`src/rtl/alu_result_stage.sv`:
```
// Registered result stage behind a 32-bit adder: derives zero/neg/ovf flags at capture
// and buffers up to two entries in a main/skid pair so backpressure never drops data.
module alu_result_stage (
  input  logic        clk,
  input  logic        rst_n,
  input  logic        flush,
  input  logic        in_valid,
  output logic        in_ready,
  input  logic [31:0] in_result,
  input  logic        in_cout,
  input  logic        in_a_msb,
  input  logic        in_b_msb,
  output logic        out_valid,
  input  logic        out_ready,
  output logic [31:0] out_result,
  output logic        out_cout,
  output logic        out_zero,
  output logic        out_neg,
  output logic        out_ovf
);

  typedef struct packed {
    logic [31:0] result;
    logic        cout;
    logic        zero;
    logic        neg;
    logic        ovf;
  } entry_t;

  typedef enum logic [1:0] {
    EMPTY,
    ONE,
    TWO
  } state_t;

  state_t r_state;
  entry_t r_main;
  entry_t r_skid;
  logic   r_in_ready;
  logic   r_out_valid;

  entry_t w_new;
  logic   w_in_xfer;
  logic   w_out_xfer;

  always_comb begin
    w_new.result = in_result;
    w_new.cout   = in_cout;
    w_new.zero   = (in_result == '0);
    w_new.neg    = in_result[31];
    w_new.ovf    = (in_a_msb == in_b_msb) && (in_result[31] != in_a_msb);
  end

  assign w_in_xfer  = in_valid & r_in_ready;
  assign w_out_xfer = r_out_valid & out_ready;

  // in_ready/out_valid are registered copies of the next state's decode, so both
  // are updated alongside r_state on every transition.
  always_ff @(posedge clk or negedge rst_n) begin
    if (!rst_n) begin
      r_state     <= EMPTY;
      r_main      <= '0;
      r_skid      <= '0;
      r_in_ready  <= 1'b0;
      r_out_valid <= 1'b0;
    end else if (flush) begin
      r_state     <= EMPTY;
      r_in_ready  <= 1'b1;
      r_out_valid <= 1'b0;
    end else begin
      case (r_state)
        EMPTY: begin
          r_in_ready <= 1'b1;
          if (w_in_xfer) begin
            r_main      <= w_new;
            r_state     <= ONE;
            r_out_valid <= 1'b1;
          end
        end
        ONE: begin
          if (w_in_xfer && w_out_xfer) begin
            r_main <= w_new;
          end else if (w_in_xfer) begin
            r_skid     <= w_new;
            r_state    <= TWO;
            r_in_ready <= 1'b0;
          end else if (w_out_xfer) begin
            r_state     <= EMPTY;
            r_out_valid <= 1'b0;
          end
        end
        TWO: begin
          if (w_out_xfer) begin
            r_main     <= r_skid;
            r_state    <= ONE;
            r_in_ready <= 1'b1;
          end
        end
        default: begin
          r_state     <= EMPTY;
          r_in_ready  <= 1'b1;
          r_out_valid <= 1'b0;
        end
      endcase
    end
  end

  assign in_ready   = r_in_ready;
  assign out_valid  = r_out_valid;
  assign out_result = r_main.result;
  assign out_cout   = r_main.cout;
  assign out_zero   = r_main.zero;
  assign out_neg    = r_main.neg;
  assign out_ovf    = r_main.ovf;

endmodule
```
`config.mk`:
```
export PLATFORM = sky130hd
export DESIGN_NAME = alu_result_stage
export DESIGN_NICKNAME = d
export VERILOG_FILES = /design/src/rtl/alu_result_stage.sv
export SDC_FILE = /design/constraint.sdc
export NUM_CORES = 1
export LEC_CHECK = 0
export ABC_AREA = 1
export ABC_CLOCK_PERIOD_IN_PS = 1860
export CORE_ASPECT_RATIO = 1.2
export CORE_MARGIN = 3
export CORE_UTILIZATION = 40
export CTS_BUF_LIST = sky130_fd_sc_hd__clkbuf_2
export CTS_CLUSTER_DIAMETER = 50
export DETAILED_ROUTE_END_ITERATION = 7
export PLACE_DENSITY = 0.66
export SYNTH_ARGS = -nofsm -noshare
export SYNTH_HDL_FRONTEND = slang
export SYNTH_SLANG_ARGS = --single-unit
```
`constraint.sdc`:
```
create_clock -name clk -period 1.86 [get_ports clk]
set_clock_uncertainty 0.05 [all_clocks]
set_input_delay 0.372 -clock clk [delete_from_list [all_inputs] [get_ports clk]]
set_output_delay 0.372 -clock clk [all_outputs]
set_load 0.05 [all_outputs]
```
Word-level counts from Yosys, hierarchy flattened

Cells that the tools add are included.

Input bits: 40
Bits in registers: 76
Word-level logic and storage cells: 64
Output and inout port bits: 38

Muxes and demuxes: 22
Bitwise logic cells: 4
Equality and inequality tests: 15
Reductions and logical operators: 10

Operator list:

| cell               | count |
|---|---|
| $mux 36            | 3 |
| $pmux 36 s3        | 1 |
| $logic_not 32->1   | 1 |
| $ne 3x3->1 const B | 6 |
| $mux 2             | 6 |
| $reduce_and 5->1   | 2 |
| $mux 1             | 9 |
| $ne 2x2->1 const B | 4 |
| $reduce_and 4->1   | 2 |
| $pmux 2 s3         | 1 |
| $ne 4x4->1 const B | 1 |
| $pmux 1 s3         | 1 |
| $reduce_and 3->1   | 1 |
| $reduce_bool 3->1  | 1 |
| $and 1x1->1        | 2 |
| $eq 2x1->1 const B | 1 |
| $eq 2x2->1 const B | 1 |
| $logic_and 1x1->1  | 2 |
| $logic_not 2->1    | 1 |
| $not 1->1          | 2 |
| $pmux 1 s2         | 1 |
| $eq 1x1->1         | 1 |
| $ne 1x1->1         | 1 |

Depth between registers and ports, before layout

Gate-level depths: netlist of the first run.

Depth after elaboration: 6
Depth in mapped cells: 8
Depth with buffers taken out: 8

Least setup slack after synthesis of the first run

No wires, ideal clock.

Kind: reg-to-reg
Start: register r_out_valid, in the netlist out_valid
End: register r_main (netlist bit out_result[31])
Stages on the path, launching flop included: 7
Library setup time: 0.118 ns
Required time: 1.692 ns
Setup slack: 0.164 ns
Path buffers: 1
Arrival: 1.528 ns
Cell sequence: dfrtp_1 nand2_1 a22oi_2 nand2_4 buf_4 nand2_1 nand2_1

Cells in the longest elaborated chain, start to end: 4
Elaborated cells between the ends (all ways): 5

RTL lines:

| element                      | line | text |
|---|---|---|
| start, declared              | 40   | `logic r_out_valid;` |
| start signal, assigned       | 65   | `r_out_valid <= 1'b0;` |
| start signal, assigned       | 69   | `r_out_valid <= 1'b0;` |
| start signal, assigned       | 77   | `r_out_valid <= 1'b1;` |
| $and 1x1->1 *                | 55   | `assign w_out_xfer = r_out_valid & out_ready;` |
| $logic_and 1x1->1            | 81   | `if (w_in_xfer && w_out_xfer) begin` |
| $ne 2x2->1 (no line)         | --   |  |
| $reduce_and 5->1 (no line) * | --   |  |
| end signal, assigned         | 75   | `r_main <= w_new;` |
| end signal, assigned         | 82   | `r_main <= w_new;` |
| end signal, assigned         | 94   | `r_main <= r_skid;` |
| end, declared                | 37   | `entry_t r_main;` |

Mark *: on every way between the ends. The rest lies on a longest branch, timed or not.
A chain may end at the register's enable or synchronous reset.

Worst setup path after layout of the first run

Start: register r_main (netlist bit out_result[13])
End: output out_result[13]

RTL lines:

| element       | line | text |
|---|---|---|
| end, declared | 15   | `output logic [31:0] out_result,` |

No word-level cell between the ends.

==> results.md, run 1 <==
- The number of standard-cell rows in the floorplan is 36.
- Relative to the synthesized area, the layout overhead comes to 27.78%.
- The endpoint type of the worst setup path is a primary output.
- The number of antenna violations at the first check in global routing was 0.
- Per report_power, the sequential group accounts for between 30% and 40% of the total.
- The critical path in this run is classified as register to primary output.
- After clock tree synthesis, the clock-pin slew on the worst setup and hold paths is 240 ps.
- The first global-routing pass estimated 14.11 mm of wire.
- The slowest stage cell on the critical path is dfrtp_1.
- During synthesis, Yosys emitted a total of 0 warnings.
- The setup fix buffers added after clock tree synthesis is 0.
- Across all hold checks on the routed design, the worst slack comes to 236.9 ps.
- The I/O pin count is 78.
- In the finished design, the share of the clock period the worst path needs comes to 86.05%.
- Wires add up to 8.376 mm.
- The average size of a mapped cell is 7.829 um^2.
- In this run the tool buffered the top-level ports with 77 buffer cells.
- In this run the worst path has a maximum fanout of 2.
- The total via count after detailed routing is between 2000 and 3000.
- The mapped cell area is 0.003500 mm^2.
- The total count of hold-check failures in the final report is 0.
- For this run, design rule violations remaining after detail routing come to 0.
- The sum of overflow across all layers after global routing is 0.
- The clock network is responsible for 14.4% of the overall power.
- The H-tree was split into 3 levels.
- Power spread over the standard cell area amounts to between 1500 and 2000 mW/mm^2.
- The floorplan die height is about 110 um.
- TritonCTS built the clock tree.
- The share of synthesized area in the top cell type comes to 52.91%.
- The number of pins exceeding their max-slew limit in the final report is 0.
- Of the total power, the share spent switching nets is 46.66%.
- The latest clock arrival within the worst-skew pair is about 500 ps.
- The die width is 91.39 um.
- In the final layout, the share of cells above drive strength 1 is 14.63%.
- Detailed placement ended at an HPWL of 6.134 mm.
- The tree is rooted in a clkbuf_2.
- The standby leakage power is 2.280 nW.
- The total CTS buffers is 9.
- The worst-case reg-to-reg path depth is 8.
- By area the synthesized netlist is led by dfrtp_1 53%, nand2_1 21%, o21ai_0 6.7%.
- The normalized max-slew margin is 71.41%.
- The worst path buffer plus inverter count is 1.
- At the pin with the least slew margin, the transition time is 428.9 ps.
- The via count of the first global-routing pass is 2917.
- The achievable clock frequency is 0.6248 GHz.
- The largest area contributor in the synthesized netlist is dfrtp_1.
- The accumulated negative setup slack is 0 ps.
- On the worst path, the slowest cell contributes a delay of 460 ps.
- After the last flow step, the layout net total stands at 568.
- Data on the critical path is required at its endpoint by approximately 1400 ps.
- The overall fraction of global-route tracks in use is 18.07%.
- The floorplan step defined a die boundary enclosing around 0.01 mm^2.
- Dividing the detail-routed via count by the number of cells gives 4.617.
- The number of antenna diodes in the final layout is 0.
- Synthesis handed over a netlist of 447 instances.
- After synthesis, the netlist uses 21 different library cells.
- The time the final worst path needs with I/O delays and setup is about 1600 ps.
- For this run, the share of the core covered by cells in the final layout is 53.66%.
- In this run the deepest clock path goes through 2 buffers.
- Setup repair after global routing left no endpoint under its margin.
- The internal power contribution is 3.905 mW.
- STA classifies the critical path startpoint as a register.
- Walking the worst path, the cells encountered are buf_4.
- The routability congestion estimate is 0.9161.
- The pre-antenna-repair detailed-routing pass consisted of 4 iterations.
- The starting utilization of the core area is 42.00%.
- The core region area is 0.008333 mm^2.
- The net load switching power is 3.416 mW.
- Data arrives at the worst endpoint at 1180 ps.
- The remaining number of nets flagged by the antenna check after routing is 0.
- In this run the number of cells on the critical path is 1.
- The type of the tightest min-delay check is primary input to async pin.
- The max-cap violation count is 0.
- The number of nets in the synthesized netlist is 487.
- Combinational cells account for 47.6% of the total power.
- Dividing the detail-routed wire length by the instance count gives roughly 13 um.
- Clock tree synthesis found a total of between 70 and 80 sinks.
- The fraction of the yosys area taken by sequential cells is 52.91%.
- Entering global routing, the biggest net connects 39 pins.
- Setup violations remaining at the end of the flow were counted as 0.
- The worst voltage drop across the vdd grid is 0.6457 mV.
- Counting flops and latches in the post-synthesis netlist gives 74.
- The cell family contributing the most delay on the critical path is flip-flops.
- The run finished with clean final reports.
- The detailed router finished its first iteration with 164 violations.
[routing by layer]
metal | track usage [%] | share of wire [%]
met5 | 0 | 0
met4 | 6.034 | 1.0
met3 | 3.827 | 4.1
met2 | 30.50 | 50
met1 | 23.13 | 45
[final timing paths]
path | start | endpoint | slack (ps)
max in group asynchronous | rst_n | out_result[8] | 950
setup / recovery | out_result[13] | out_result[13] | 260
setup reg to reg | r_state[0] | out_result[24] | 380
hold / removal | rst_n | out_result[0] | 240
min in group clk | in_result[6] | r_skid[10] | 360
hold reg to reg | out_result[30] | out_result[30] | 460
[power groups by stage]
| stage | Combinational, mW | Clock (mW) | Sequential, mW |
|---|---|---|---|
| 6_report | 3.49 | 1.05 | 2.78 |
| 3_5_place_dp | 3.51 | 0 | 2.83 |
| 3_3_place_gp | 3.46 | 0 | 2.80 |
| 5_1_grt | 3.78 | 1.17 | 2.87 |
| 4_1_cts | 3.53 | 1.08 | 2.79 |
| 2_1_floorplan | 1.17 | 0 | 4.03 |
[cells in the final DEF, fill, tap and decap left out, types with 2 or more instances in the layout]
cell             instances
bufinv_16                2
nor2_1                  26
inv_1                   37
buf_4                   45
dfrtp_1                 74
clkdlybuf4s50_1         38
nand3_1                  7
nand2_1                197
buf_12                   5
clkinvlp_4               2
clkinv_4                 3
o21ai_1                 26
clkbuf_2                 9
inv_2                    3
o21ai_0                 47
nor2_4                   3
[final cells by class]
| cell class | count | area [um^2] |
|---|---|---|
| Multi-Input combinational cell | 312 | 1338 |
| Sequential cell | 74 | 1852 |
| Clock inverter | 7 | 101.3 |
| Clock buffer | 9 | 45.04 |
| Fill cell | 797 | 3861 |
| Inverter | 42 | 165.2 |
| Timing Repair Buffer | 89 | 828.3 |
| Tap cell | 114 | 142.6 |
[cell families (layout without fill, tap and decap cells)]
group | after synthesis | after routing | synth area share [%]
compound gates | 77 | 77 | 11.40
buf+inv | 61 | 147 | 8.867
simple gates | 235 | 235 | 26.81
flops | 74 | 74 | 52.91
[synth_stat cells, drive strengths merged]
cell type  instances
nor2              29
o21ai             74
a22oi              1
nand3              7
buf               16
clkbuf             3
nand2            198
clkinv             1
o211ai             1
inv               41
a21oi              1
nand4              1
dfrtp             74
[repair_timing]
action / 4_1_cts / 5_1_grt
resized for setup: 0 / 0
hold endpoints to repair: 29 / 0
hold buffers: 1 / 0
[registers in the layout, summed over array words and instances, names as in the netlist]
register and flops:
r_skid 35, out_result 32, r_state 2, in_ready 1, out_cout 1, out_ovf 1
out_valid 1, out_zero 1
[metrics by stage]
step	std cells	area, um^2	power [mW]	setup slack (ps)
2_1_floorplan	447	3500	5.199	164.5
3_3_place_gp	630	4315	6.262	-43.06
3_5_place_dp	630	4315	6.341	-43.06
4_1_cts	647	4472	7.399	215.5
5_1_grt	647	4472	7.816	160.0
6_report	647	4472	7.321	259.5
No activity file was read; power rests on OpenSTA's default activity.
==> run 2: changes to the inputs <==
--- a/config.mk
+++ b/config.mk
@@ -6,14 +6,16 @@
 export NUM_CORES = 1
 export LEC_CHECK = 0
 export ABC_AREA = 1
-export ABC_CLOCK_PERIOD_IN_PS = 1860
+export ABC_CLOCK_PERIOD_IN_PS = 1850
+export CELL_PAD_IN_SITES_DETAIL_PLACEMENT = 0
+export CELL_PAD_IN_SITES_GLOBAL_PLACEMENT = 1
 export CORE_ASPECT_RATIO = 1.2
 export CORE_MARGIN = 3
 export CORE_UTILIZATION = 40
 export CTS_BUF_LIST = sky130_fd_sc_hd__clkbuf_2
 export CTS_CLUSTER_DIAMETER = 50
 export DETAILED_ROUTE_END_ITERATION = 7
-export PLACE_DENSITY = 0.66
+export PLACE_DENSITY = 0.86
 export SYNTH_ARGS = -nofsm -noshare
 export SYNTH_HDL_FRONTEND = slang
 export SYNTH_SLANG_ARGS = --single-unit
==> constraint.sdc (replaced) <==
create_clock -name clk -period 1.85 [get_ports clk]
set_clock_uncertainty 0.05 [all_clocks]
set_input_delay 0.37 -clock clk [delete_from_list [all_inputs] [get_ports clk]]
set_output_delay 0.37 -clock clk [all_outputs]
set_load 0.05 [all_outputs]
==> results.md, run 2 (same netlist as run 1, synthesis figures left out) <==
- The sum of overflow across all layers after global routing is 0 (unchanged).
- The I/O pin count is 78 (unchanged).
- The maximum cell stage delay along the critical path is 450 ps (about the same).
- The number of instances in the placed design came to 632 (+0.32%).
- The number of pins exceeding their max-slew limit in the final report is 0 (unchanged).
- The core region area came to 0.008333 mm^2 (unchanged).
- The total via count after detailed routing is 3016 (+0.97%).
- The via count of the first global-routing pass came to 2927 (+0.34%).
- The standby leakage power is 2.298 nW (+0.80%).
- The run finished with clean final reports.
- The largest buffer count on any clock path was 2 (unchanged).
- The number of inserted diodes is 0 (unchanged).
- Derived from the worst setup path, the maximum achievable clock frequency is 0.6297 GHz.
- The max-cap violation count is 0 (unchanged).
- The die width is 91.39 um (unchanged).
- The number of standard-cell rows in the floorplan was 36 (unchanged).
- The number of setup violations in the final report is 0 (unchanged).
- The total die area came to 0.009912 mm^2 (unchanged).
- The period utilization is 85.83%.
- The number of standard cells in the layout, taps in and fillers out is 648 (+0.15%).
- The critical path data required time is 1430 ps (about the same).
- The minimum hold slack is 312.2 ps (+75.30 ps).
- The deepest level of the CTS H-tree is 3 (unchanged).
- The total clock sinks was 74 (unchanged).
- The normalized max-slew margin came to 72.65% (+1.2 points).
- The floorplan die height is 108.5 um (unchanged).
- The library cells used most frequently in the layout, excluding fill and tap cells, are 197 x nand2_1, 74 x dfrtp_1, 47 x o21ai_0.
- The number of design-rule violations left by the first detailed-router iteration is 226 (+38%).
- The total iterations of the first detailed-routing run is 4 (unchanged).
- The quantity of I/O buffers inserted on ports is 77 (unchanged).
- The remaining number of nets flagged by the antenna check after routing is 0 (unchanged).
- The number of vias per cell is 4.654 (+0.82%).
- The most frequent standard cell in the layout excluding fill and tap cells is nand2_1.
- The starting utilization of the core area is 42.00% (unchanged).
- The total count of hold-check failures in the final report came to 0 (unchanged).
- The count of instances resized after the clock tree is built is 0 (unchanged).
- The worst setup path is launched from a register.
- The flip-flop count of the largest register, all copies and words added is 35 (unchanged).
- The routability congestion estimate is 0.8299 (-9.4%).
- The slew at the pin with the worst max-slew slack was 410.2 ps (-18.71 ps).
- Setup repair after global routing left no endpoint under its margin.
- The half-perimeter wire length after placement is 5.772 mm (-5.9%).
- On the critical path, the stage with the largest delay is an instance of dfrtp_1.
- Traced cell by cell, the critical path runs through buf_4.
- The routed wirelength normalized by instance count is 12.95 um (about the same).
- The number of nets in the layout was 570 (+0.35%).
- Among cell families on the critical path, the largest total delay comes from flip-flops.
- The number of antenna violations at the first check in global routing came to 0 (unchanged).
- The final routed wirelength across all metal layers is 8.391 mm (+0.18%).
- TritonCTS built the clock tree.
- The worst path buffer plus inverter count is 1 (unchanged).
- The pin count of the biggest net entering global routing is 75 (+92%).
- The total CTS buffers came to 9 (unchanged).
- The layout cell share with drive strength beyond 1 was 14.61% (-0.027 points).
- The worst voltage drop across the vdd grid is 0.6559 mV (+1.6%).
- The global-route wire length before repair is 14.11 mm (unchanged).
- The data arrival time of the critical path is 1170 ps (about the same).
- The clock-pin slew reported for the worst setup and hold paths after clock tree synthesis is 200 ps (-40 ps).
- The area growth from synthesis to layout is 28.39%.
- The power density relative to cell area is 1632 mW/mm^2 (-0.29%).
- The register with the most flip-flops in the final layout is r_skid.
- The latest clock arrival within the worst-skew pair is 510 ps (+20 ps).
- The type of the tightest min-delay check is primary input to async pin.
- The endpoint type of the worst setup path is a primary output.
- The remaining design rule violation count is 0 (unchanged).
- The overall fraction of global-route tracks in use came to 18.16% (+0.087 points).
- By startpoint and endpoint, the worst setup path is classified as register to primary output.
- The tree is rooted in a clkbuf_2.
- The time the final worst path needs with I/O delays and setup is ~1600 ps.
- The maximum fanout encountered on the critical timing path was 4 (+2).
[run 2: metal layers]
metal  GRT usage, %  up-vias  routed length (um)
li1               -     1552                   -
met5              0        -                   0
met1          23.93     1395                3870
met2          29.50       64                4082
met4          5.819        0                  63
met3          4.454        5                 373
[run 2: timing repair]
item / CTS / global route
endpoints found under the hold margin: 74 / 0
hold buffers: 1 / 0
buffers inserted: 0 / 0
[run 2: worst paths after layout]
| path | slack, ps | start | to | cells past startpoint |
|---|---|---|---|---|
| worst max-delay path | 260 | out_valid | out_valid | 1 |
| worst min-delay path | 310 | rst_n | r_state[0] | 3 |
| worst max register to register | 340 | r_state[0] | out_zero | 9 |
| worst min register to register | 460 | out_result[28] | out_result[28] | 2 |
| max in group asynchronous | 1100 | rst_n | r_skid[27] | 3 |
| min in group clk | 360 | in_cout | r_skid[3] | 3 |
[run 2: per-stage QoR]
stage	utilization (%)	area [um^2]	setup WS, ps	power [mW]	TNS, ps
6_report	53.92	4493	262.1	7.334	0
5_1_grt	53.92	4493	160.3	7.855	0
4_1_cts	53.92	4493	224.3	7.415	0
3_5_place_dp	52.27	4355	-30.81	6.397	-639.7
3_3_place_gp	52.27	4355	-25.53	6.349	-208.4
2_1_floorplan	-	3500	154.5	5.227	0
[run 2: cell type report]
cell class              count  area (um^2)
clock buffers               9        45.04
clock inverters             6        82.58
fillers                   817         3840
inverters                  42        165.2
multi-input cells         312         1338
flip-flops and latches     74         1852
well taps                 114        142.6
repair buffers             91        868.3
[run 2: report_power, final]
part	internal (mW)	switching, mW
logic	1.15	2.39
clock network	0.434	0.578
registers	2.36	0.420
total	3.95	3.39
==> run 3: changes to the inputs <==
--- a/config.mk
+++ b/config.mk
@@ -14,6 +14,7 @@
 export CORE_UTILIZATION = 40
 export CTS_BUF_LIST = sky130_fd_sc_hd__clkbuf_2
 export CTS_CLUSTER_DIAMETER = 50
+export CTS_CLUSTER_SIZE = 8
 export DETAILED_ROUTE_END_ITERATION = 7
 export PLACE_DENSITY = 0.86
 export SYNTH_ARGS = -nofsm -noshare
==> results of run 3 <==
Same layout as run 2: the final DEF is identical, and so are final timing and power.
